==> src/rtl/rr_client.sv <==
// Two-channel job client in front of a round-robin arbiter (job FIFO, beat counter, req/ack FSM).
// Optional per-channel starvation watchdog: define RR_CLIENT_STARVE_WDT_EN.

// Small generic FIFO with head-of-queue peek.
// Latency: pushed entry visible at head_dat_o the cycle after the push edge.
// Backpressure: push ignored when full; caller gates with occupancy.
module rr_client_fifo #(
    parameter int W     = 4,
    parameter int DEPTH = 2
) (
    input  logic                           clock,
    input  logic                           reset,
    input  logic                           push_i,
    input  logic [W-1:0]                   push_dat_i,
    input  logic                           pop_i,
    output logic [W-1:0]                   head_dat_o,
    output logic [$clog2(DEPTH+1)-1:0]     occ_o
);
    localparam int AW = (DEPTH > 1) ? $clog2(DEPTH) : 1;
    localparam int CW = $clog2(DEPTH + 1);
    localparam logic [AW-1:0] PTR_LAST = AW'(DEPTH - 1);
    localparam logic [CW-1:0] OCC_FULL = CW'(DEPTH);

    logic [W-1:0]  mem_q [DEPTH];
    logic [AW-1:0] wr_ptr_q, wr_ptr_d;
    logic [AW-1:0] rd_ptr_q, rd_ptr_d;
    logic [CW-1:0] occ_q, occ_d;
    logic          do_push, do_pop;

    assign do_push = push_i && (occ_q != OCC_FULL);
    assign do_pop  = pop_i && (occ_q != '0);

    always_comb begin
        wr_ptr_d = wr_ptr_q;
        rd_ptr_d = rd_ptr_q;
        occ_d    = occ_q;
        if (do_push) begin
            wr_ptr_d = (wr_ptr_q == PTR_LAST) ? '0 : wr_ptr_q + 1'b1;
        end
        if (do_pop) begin
            rd_ptr_d = (rd_ptr_q == PTR_LAST) ? '0 : rd_ptr_q + 1'b1;
        end
        if (do_push && !do_pop) begin
            occ_d = occ_q + 1'b1;
        end else if (do_pop && !do_push) begin
            occ_d = occ_q - 1'b1;
        end
    end

    always_ff @(posedge clock or posedge reset) begin
        if (reset) begin
            wr_ptr_q <= '0;
            rd_ptr_q <= '0;
            occ_q    <= '0;
            for (int i = 0; i < DEPTH; i++) begin
                mem_q[i] <= '0;
            end
        end else begin
            wr_ptr_q <= wr_ptr_d;
            rd_ptr_q <= rd_ptr_d;
            occ_q    <= occ_d;
            if (do_push) begin
                mem_q[wr_ptr_q] <= push_dat_i;
            end
        end
    end

    assign head_dat_o = mem_q[rd_ptr_q];
    assign occ_o      = occ_q;
endmodule

// One client channel: 2-deep job FIFO, remaining-beat counter, IDLE/REQ FSM.
// Latency: req rises one cycle after the pop; done pulses the cycle after the final ack.
// Backpressure: job_ready_o low while the FIFO holds two jobs.
module rr_client_chan #(
    parameter int LEN_W     = 4,
    parameter int WDT_LIMIT = 15
) (
    input  logic             clock,
    input  logic             reset,
    input  logic             job_valid_i,
    input  logic [LEN_W-1:0] job_len_i,
    output logic             job_ready_o,
    input  logic             ack_i,
    output logic             req_o,
    output logic             done_o,
    output logic             busy_o,
    output logic             starve_o
);
    typedef enum logic {ST_IDLE, ST_REQ} state_e;

    localparam logic [LEN_W:0] REM_ONE = (LEN_W + 1)'(1);
    localparam logic [LEN_W:0] REM_MAX = {1'b1, {LEN_W{1'b0}}};

    state_e           state_q, state_d;
    logic [LEN_W:0]   rem_q, rem_d;
    logic             done_q, done_d;
    logic             push, pop, fifo_nempty, last_beat;
    logic [LEN_W-1:0] head_len;
    logic [1:0]       occ;
    logic [LEN_W:0]   len_load;

    assign job_ready_o = (occ < 2'd2);
    assign push        = job_valid_i && job_ready_o;
    assign fifo_nempty = (occ != 2'd0);
    assign len_load    = (head_len == '0) ? REM_MAX : {1'b0, head_len};
    assign last_beat   = (state_q == ST_REQ) && ack_i && (rem_q == REM_ONE);

    rr_client_fifo #(.W(LEN_W), .DEPTH(2)) u_fifo (
        .clock      (clock),
        .reset      (reset),
        .push_i     (push),
        .push_dat_i (job_len_i),
        .pop_i      (pop),
        .head_dat_o (head_len),
        .occ_o      (occ)
    );

    // Acks arriving while IDLE are trailing grants from the arbiter and fall through untouched.
    always_comb begin
        state_d = state_q;
        rem_d   = rem_q;
        pop     = 1'b0;
        done_d  = last_beat;
        if (state_q == ST_IDLE) begin
            if (fifo_nempty) begin
                pop     = 1'b1;
                rem_d   = len_load;
                state_d = ST_REQ;
            end
        end else if (ack_i) begin
            if (rem_q == REM_ONE) begin
                if (fifo_nempty) begin
                    pop   = 1'b1;
                    rem_d = len_load;
                end else begin
                    state_d = ST_IDLE;
                    rem_d   = '0;
                end
            end else begin
                rem_d = rem_q - REM_ONE;
            end
        end
    end

    always_ff @(posedge clock or posedge reset) begin
        if (reset) begin
            state_q <= ST_IDLE;
            rem_q   <= '0;
            done_q  <= 1'b0;
        end else begin
            state_q <= state_d;
            rem_q   <= rem_d;
            done_q  <= done_d;
        end
    end

    assign req_o  = (state_q == ST_REQ);
    assign done_o = done_q;
    // Held through the done cycle so busy drops only once the last job has retired.
    assign busy_o = req_o || fifo_nempty || done_q;

`ifdef RR_CLIENT_STARVE_WDT_EN
    localparam int WDT_W = (WDT_LIMIT > 0) ? $clog2(WDT_LIMIT + 1) : 1;
    localparam logic [WDT_W-1:0] WDT_TOP = WDT_W'(WDT_LIMIT);

    logic [WDT_W-1:0] wdt_q, wdt_d;
    logic             starve_q, starve_d;

    always_comb begin
        wdt_d    = wdt_q;
        starve_d = starve_q;
        if ((state_q != ST_REQ) || ack_i) begin
            wdt_d = '0;
        end else begin
            if (wdt_q != WDT_TOP) begin
                wdt_d = wdt_q + 1'b1;
            end
            if (wdt_d == WDT_TOP) begin
                starve_d = 1'b1;
            end
        end
    end

    always_ff @(posedge clock or posedge reset) begin
        if (reset) begin
            wdt_q    <= '0;
            starve_q <= 1'b0;
        end else begin
            wdt_q    <= wdt_d;
            starve_q <= starve_d;
        end
    end

    assign starve_o = starve_q;
`else
    logic unused_wdt_cfg;
    assign unused_wdt_cfg = (WDT_LIMIT != 0);
    assign starve_o       = 1'b0;
`endif
endmodule

// Top: two independent client channels plus a sticky double-grant error flag.
// Latency: per channel as above; proto_err sets the cycle after ack0 && ack1.
// Backpressure: job0_ready/job1_ready reflect each channel's FIFO occupancy.
module rr_client #(
    parameter int LEN_W     = 4,
    parameter int WDT_LIMIT = 15
) (
    input  logic             clock,
    input  logic             reset,
    input  logic             job0_valid,
    input  logic [LEN_W-1:0] job0_len,
    output logic             job0_ready,
    input  logic             job1_valid,
    input  logic [LEN_W-1:0] job1_len,
    output logic             job1_ready,
    input  logic             ack0,
    input  logic             ack1,
    output logic             req0,
    output logic             req1,
    output logic             done0,
    output logic             done1,
    output logic             busy0,
    output logic             busy1,
    output logic             proto_err,
    output logic             starve0,
    output logic             starve1
);
    logic proto_err_q, proto_err_d;

    rr_client_chan #(.LEN_W(LEN_W), .WDT_LIMIT(WDT_LIMIT)) u_ch0 (
        .clock       (clock),
        .reset       (reset),
        .job_valid_i (job0_valid),
        .job_len_i   (job0_len),
        .job_ready_o (job0_ready),
        .ack_i       (ack0),
        .req_o       (req0),
        .done_o      (done0),
        .busy_o      (busy0),
        .starve_o    (starve0)
    );

    rr_client_chan #(.LEN_W(LEN_W), .WDT_LIMIT(WDT_LIMIT)) u_ch1 (
        .clock       (clock),
        .reset       (reset),
        .job_valid_i (job1_valid),
        .job_len_i   (job1_len),
        .job_ready_o (job1_ready),
        .ack_i       (ack1),
        .req_o       (req1),
        .done_o      (done1),
        .busy_o      (busy1),
        .starve_o    (starve1)
    );

    assign proto_err_d = proto_err_q || (ack0 && ack1);

    always_ff @(posedge clock or posedge reset) begin
        if (reset) begin
            proto_err_q <= 1'b0;
        end else begin
            proto_err_q <= proto_err_d;
        end
    end

    assign proto_err = proto_err_q;
endmodule

==> config.mk <==
export PLATFORM = sky130hd
export DESIGN_NAME = rr_client
export DESIGN_NICKNAME = d
export VERILOG_FILES = /design/src/rtl/rr_client.sv
export SDC_FILE = /design/constraint.sdc
export NUM_CORES = 1
export LEC_CHECK = 0
export ABC_AREA = 0
export CAP_MARGIN = 20
export CORE_ASPECT_RATIO = 1.75
export CORE_UTILIZATION = 40
export CTS_CLUSTER_SIZE = 16
export DETAILED_ROUTE_END_ITERATION = 8
export PLACE_DENSITY_LB_ADDON = 0.3
export SYNTH_ARGS = -nofsm -noshare
export SYNTH_HDL_FRONTEND = slang
export SYNTH_SLANG_ARGS = --single-unit
==> constraint.sdc <==
create_clock -name clock -period 2.3 [get_ports clock]
set_clock_uncertainty 0.2 [all_clocks]
set_input_delay 0.575 -clock clock [delete_from_list [all_inputs] [get_ports clock]]
set_output_delay 0.575 -clock clock [all_outputs]
set_load 0.02 [all_outputs]
### Word-level counts from Yosys, hierarchy flattened

Index checks and enable logic that the tools add are counted.

| storage, ports and cells | value |
|---|---|
| register bits after elaboration | 39 |
| input port bits | 14 |
| output and inout port bits | 11 |
| logic and storage cells | 127 |

| cells by class | value |
|---|---|
| add/subtract/negate cells | 10 |
| magnitude comparators | 8 |
| equality and inequality tests | 6 |
| mux-type cells | 46 |
| bitwise operators | 4 |
| reduce and logical (&&, ||, !) cells | 36 |

Operator list:

| cell | number |
|---|---|
| $mux 5 | 12 |
| $mux 4 | 8 |
| $mux 1 | 18 |
| $logic_and 1x1->1 | 17 |
| $bwmux 8 | 2 |
| $reduce_bool 2->1 | 6 |
| $eq 5x1->1 const B | 2 |
| $sub 5x1->5 const B | 2 |
| $demux 4 s1 | 2 |
| $ge 2x2->1 const B | 4 |
| $logic_not 4->1 | 2 |
| $mux 2 | 4 |
| $ne 2x2->1 const B | 4 |
| $not 1->2 | 4 |
| $logic_or 1x1->1 | 5 |
| $add 1x1->1 const B | 4 |
| $add 2x1->2 const B | 2 |
| $logic_not 1->1 | 4 |
| $lt 2x1->1 const B | 2 |
| $lt 2x2->1 const B | 2 |
| $reduce_and 2->1 | 2 |
| $sub 2x1->2 const B | 2 |

### Longest topological paths before layout

| depth | value |
|---|---|
| word-level depth | 10 |
| mapped depth | 10 |
| mapped depth without buffers | 10 |

### Hierarchy

A second synthesis with hierarchy kept.

| unflattened totals | value |
|---|---|
| cell total of the unflattened synthesis | 197 |
| area total of the unflattened synthesis | 2265.9 µm² |

By module, submodules not included:

| module | times used | cells an instance | area each (µm²) | sequential area each (µm²) |
|---|---|---|---|---|
| rr_client_fifo | 2 | 38 | 570.5 | 300.3 |
| rr_client_chan | 2 | 59 | 544.3 | 175.2 |
| rr_client | 1 | 3 | 36.3 | 25.0 |

### Worst setup path before layout

OpenSTA, ideal clock, no wires.

| timing | value |
|---|---|
| path type | reg2reg |
| start | register u_ch0.rem_q[1] |
| end | register u_ch0.u_fifo.occ_q[1], in the netlist u_ch0.u_fifo.occ_o[1] |
| setup time | 0.080 ns |
| arrival time | 2.204 ns |
| path slack | -0.183 ns |
| stages on the path, launching flop included | 11 |
| buffers on the path | 1 |
| path through | dfrtp_1 > inv_1 > ha_1 > or4b_4 > and2_4 > buf_6 > or3_1 > ha_1 > xor2_1 > nor2_1 > xnor2_1 |

| on the way | value |
|---|---|
| cells in the longest elaborated chain, start to end | 8 |
| elaborated cells on any way between the ends | 10 |
| classes of those cells | 1 x eq/ne; 4 x mux; 5 x reduce/logical |

Ends and longest elaborated chain:

| element | line | text |
|---|---|---|
| start, declared | 96 | `logic [LEN_W:0] rem_q, rem_d;` |
| start signal, assigned | 153 | `rem_q <= rem_d;` |
| $eq 5x1->1 (*) | 132 | `if (rem_q == REM_ONE) begin` |
| $mux 1 (*) | 132 |  |
| $mux 1 (*) | 131 | `end else if (ack_i) begin` |
| $mux 1 (*) | 125 | `if (state_q == ST_IDLE) begin` |
| $logic_and 1x1->1 (*) | 31 | `assign do_pop = pop_i && (occ_q != '0);` |
| $logic_not 1->1 | 43 | `if (do_push && !do_pop) begin` |
| $logic_and 1x1->1 | 43 |  |
| $mux 2 or $reduce_bool 2->1 (tied branches) | - |  |
| end signal, assigned | 54 | `occ_q <= '0;` |
| end signal, assigned | 61 | `occ_q <= occ_d;` |
| end, declared | 27 | `logic [CW-1:0] occ_q, occ_d;` |

Mark *: on every way between the ends. The rest lies on a longest branch, timed or not.
A chain may end at the register's enable or synchronous reset.

### Worst setup path after layout

Ends and elaborated chain as after synthesis.

==> flow_summary.toml <==
[outcome]
outcome = "complete, but fails checks"
violations = "setup timing"

[synthesis]
netlist_area_mm2 = 0.00206
ys.flop_type = "dfrtp_1"
synth_most_common_cell = "dfrtp_1"
synth_top_area_frac = 0.474
postSynthCellCount = 194
avgSynthCellArea_um2 = 10.6
yosys_warnings = 0
ys_seq_area_frac = 0.474
yosys.area.top_type = "dfrtp_1"
async_flop_share = 1.00
synth_cell_types = 42
ys_ff_latch = 39
synth_common_cells = "dfrtp_1 (39), mux2_2 (17), nor2_1 (13), inv_1 (11), o21ai_0 (11)"
synth-edff-count = 0
synthTopCellsByArea = "dfrtp_1 (47%), mux2_2 (9.3%), ha_1 (3.6%), mux2i_1 (2.9%), o21ai_0 (2.7%)"

[sta]
min_period_ps = 2370
fin_crit_sh = 1.03
tightest_slew_ps = 522
worst_slack_ps = -68.2
rsz0062_at_grt = "true"
fmax_ghz = 0.422
slew_headroom = 0.651
setup_viol = 1
slew_violations = 0
hold_viol = 0

[layout]
fillers = 453
area_growth_pct = 30.7
n_antenna_cell = 0
drive_gt1_frac = 0.286
multi_input_comb_area_mm2 = 0.00106
final_nets = 264
design_area_mm2 = 0.00269
seq_area_um2 = 976

[floorplan]
die_w_um = 56.3
fp.dieH_um = 97.0
initial_core_util = 0.414
coreArea_mm2 = 0.00498
ioPinCount = 25
num_rows = 34
dieArea_mm2 = 0.00545

[global_routing]
grt_pass1_vias = 1555
overflow = 0
track_usage = 0.167
antenna_found_initial = 0
grt_pass1_wl_um = 7160
grt_max_degree = 40

[placement]
io_buffer_count = 22
gp_congestion = 0.830
dpl_cell_area_mm2 = 0.00251
dp_hpwl_um = 3030

[route]
vias_per_cell = 5.38
route.detailed.drc = 0
wl_um = 4080
detail-route-antenna-nets = 0
wl_per_cell_um = 13.7
dr.pass1.iters = 4
vias = 1610
drt_iter0_drc = 30

[power]
p_leak_nw = 1.21
ir_drop_mv = 0.670
pwr-share-clk = 0.165
swShare = 0.349
p_sw_w = 0.00106
seqPwrFrac = 0.406
power_density_mw_per_mm2 = 1130
intPower_w = 0.00198
finalPower_w = 0.00305
p_comb_frac = 0.429

[setup_path]
cp-end-kind = "register"
cp.arrival_ps = 2380
cp.required_ps = 2310
worstPathMaxFanout = 3
start_kind = "register"
critPathKind = "register to register"

[job]
maxCapViolCount = 0

[clock_network]
cts.clk_slew.worst_paths_ps = 70
cts_tree = "done"
clockBufferDepth = 2
clock-sinks = 39
cts_buffers = 5
h-tree-depth = 2
insertion_delay_ps = 290
cts_root_buf = "clkbuf_8"
holdBufCountCts = 0

[worst_hold_path]
hold_path.class = "register to register"
## cells by family (layout without fill, tap and decap cells)
kind of cell	count (synthesis)	in the layout	synth area share
and+or+nand+nor	63	63	0.179
DFF	39	39	0.474
AOI/OAI and AO/OA	30	30	0.0953
muxes	23	23	0.122
buffers and inverters	21	71	0.0455
xor gates and xnor gates	11	11	0.0468
adders and majority gates	6	6	0.0364
other	1	2	0.00182
## worst paths after layout
| kind | from | endpoint | slack [ps] | cells past startpoint |
|---|---|---|---|---|
| max | u_ch0.rem_q[1] | u_ch0.u_fifo.occ_o[1] | -70 | 9 |
| min | proto_err | proto_err | 260 | 1 |
| max reg2reg | u_ch0.rem_q[1] | u_ch0.u_fifo.occ_o[1] | -70 | 9 |
| min reg2reg | proto_err | proto_err | 260 | 1 |
| max in group asynchronous | reset | u_ch0.u_fifo.mem_q[6] | 1050 | 3 |
| min in group asynchronous | reset | u_ch0.u_fifo.occ_o[0] | 500 | 3 |
## critical path, cell delays in order (launching register included)
cell and delay, ps:
dfrtp_1 390, inv_2 80, ha_4 120, or4b_4 450, and2_4 160, or3_4 350, ha_4 170, xor2_1 140
nor2_1 120, xnor2_1 120
## area by class of cell
class / count / share of cell area
clock buffer: 8 / 0.0372
inverter: 11 / 0.0153
multi-input combinational: 135 / 0.393
sequential: 39 / 0.362
tap: 54 / 0.0251
timing repair buffer: 52 / 0.167
## through the flow
step                cells  utilization  hold slack (ps)  setup TNS, ps  worst slack (ps)
detailed placement    287        0.505              245           -248              -126
CTS                   297        0.530              262          -55.8             -55.8
global route          299        0.541              298           -132              -132
global placement      287        0.505              241           -166             -54.6
floorplan             195            -              263           -177              -164
finish                299        0.541              256          -68.2             -68.2
## sequential cells by signal, summed over array words and instances, names as in the netlist
name	cells
u_ch0.u_fifo.mem_q	8
u_ch1.done_o	1
u_ch1.u_fifo.mem_q	8
proto_err	1
u_ch1.req_o	1
u_ch0.u_fifo.rd_ptr_q	1
u_ch1.rem_q	5
u_ch0.u_fifo.occ_o	2
u_ch1.u_fifo.rd_ptr_q	1
u_ch1.u_fifo.occ_o	2
u_ch0.req_o	1
u_ch1.u_fifo.wr_ptr_q	1
u_ch0.done_o	1
u_ch0.rem_q	5
u_ch0.u_fifo.wr_ptr_q	1
## cells in the final DEF, fill, tap and decap left out, types with 5 or more instances in the layout
cell	synthesis	final
xnor2_1	5	5
inv_1	11	10
o21ai_0	11	11
clkdlybuf4s50_1	0	17
nor2b_1	6	6
clkbuf_8	0	7
mux2_2	17	17
nor2_1	13	13
xor2_1	6	6
buf_4	2	30
nand2_1	8	7
dfrtp_1	39	39
nor3_1	6	5
mux2i_1	6	6
## power groups by stage
stage	Clock, W	Combinational (W)	Sequential [W]
2_1_floorplan	0	0.000870	0.00117
3_3_place_gp	0	0.00124	0.00122
3_5_place_dp	0	0.00126	0.00123
4_1_cts	0.000520	0.00129	0.00122
5_1_grt	0.000556	0.00145	0.00128
6_report	0.000503	0.00131	0.00124
## per-layer routing
layer  GRT usage  vias to the layer above  wire, um
li1            -                      790         -
met1       0.215                      780      1800
met2       0.266                       30      2060
met3      0.0334                       10       120
met4      0.0788                        0       102
met5           0                        -         0
## what timing repair did
item / 4_1_cts / 5_1_grt
pin swaps: 3 / 2
buffers inserted: 2 / 2
setup endpoints to repair: 5 / 6
resized for setup: 10 / 10
cloned: 0 / 0
(Power assumes the default switching activity.)
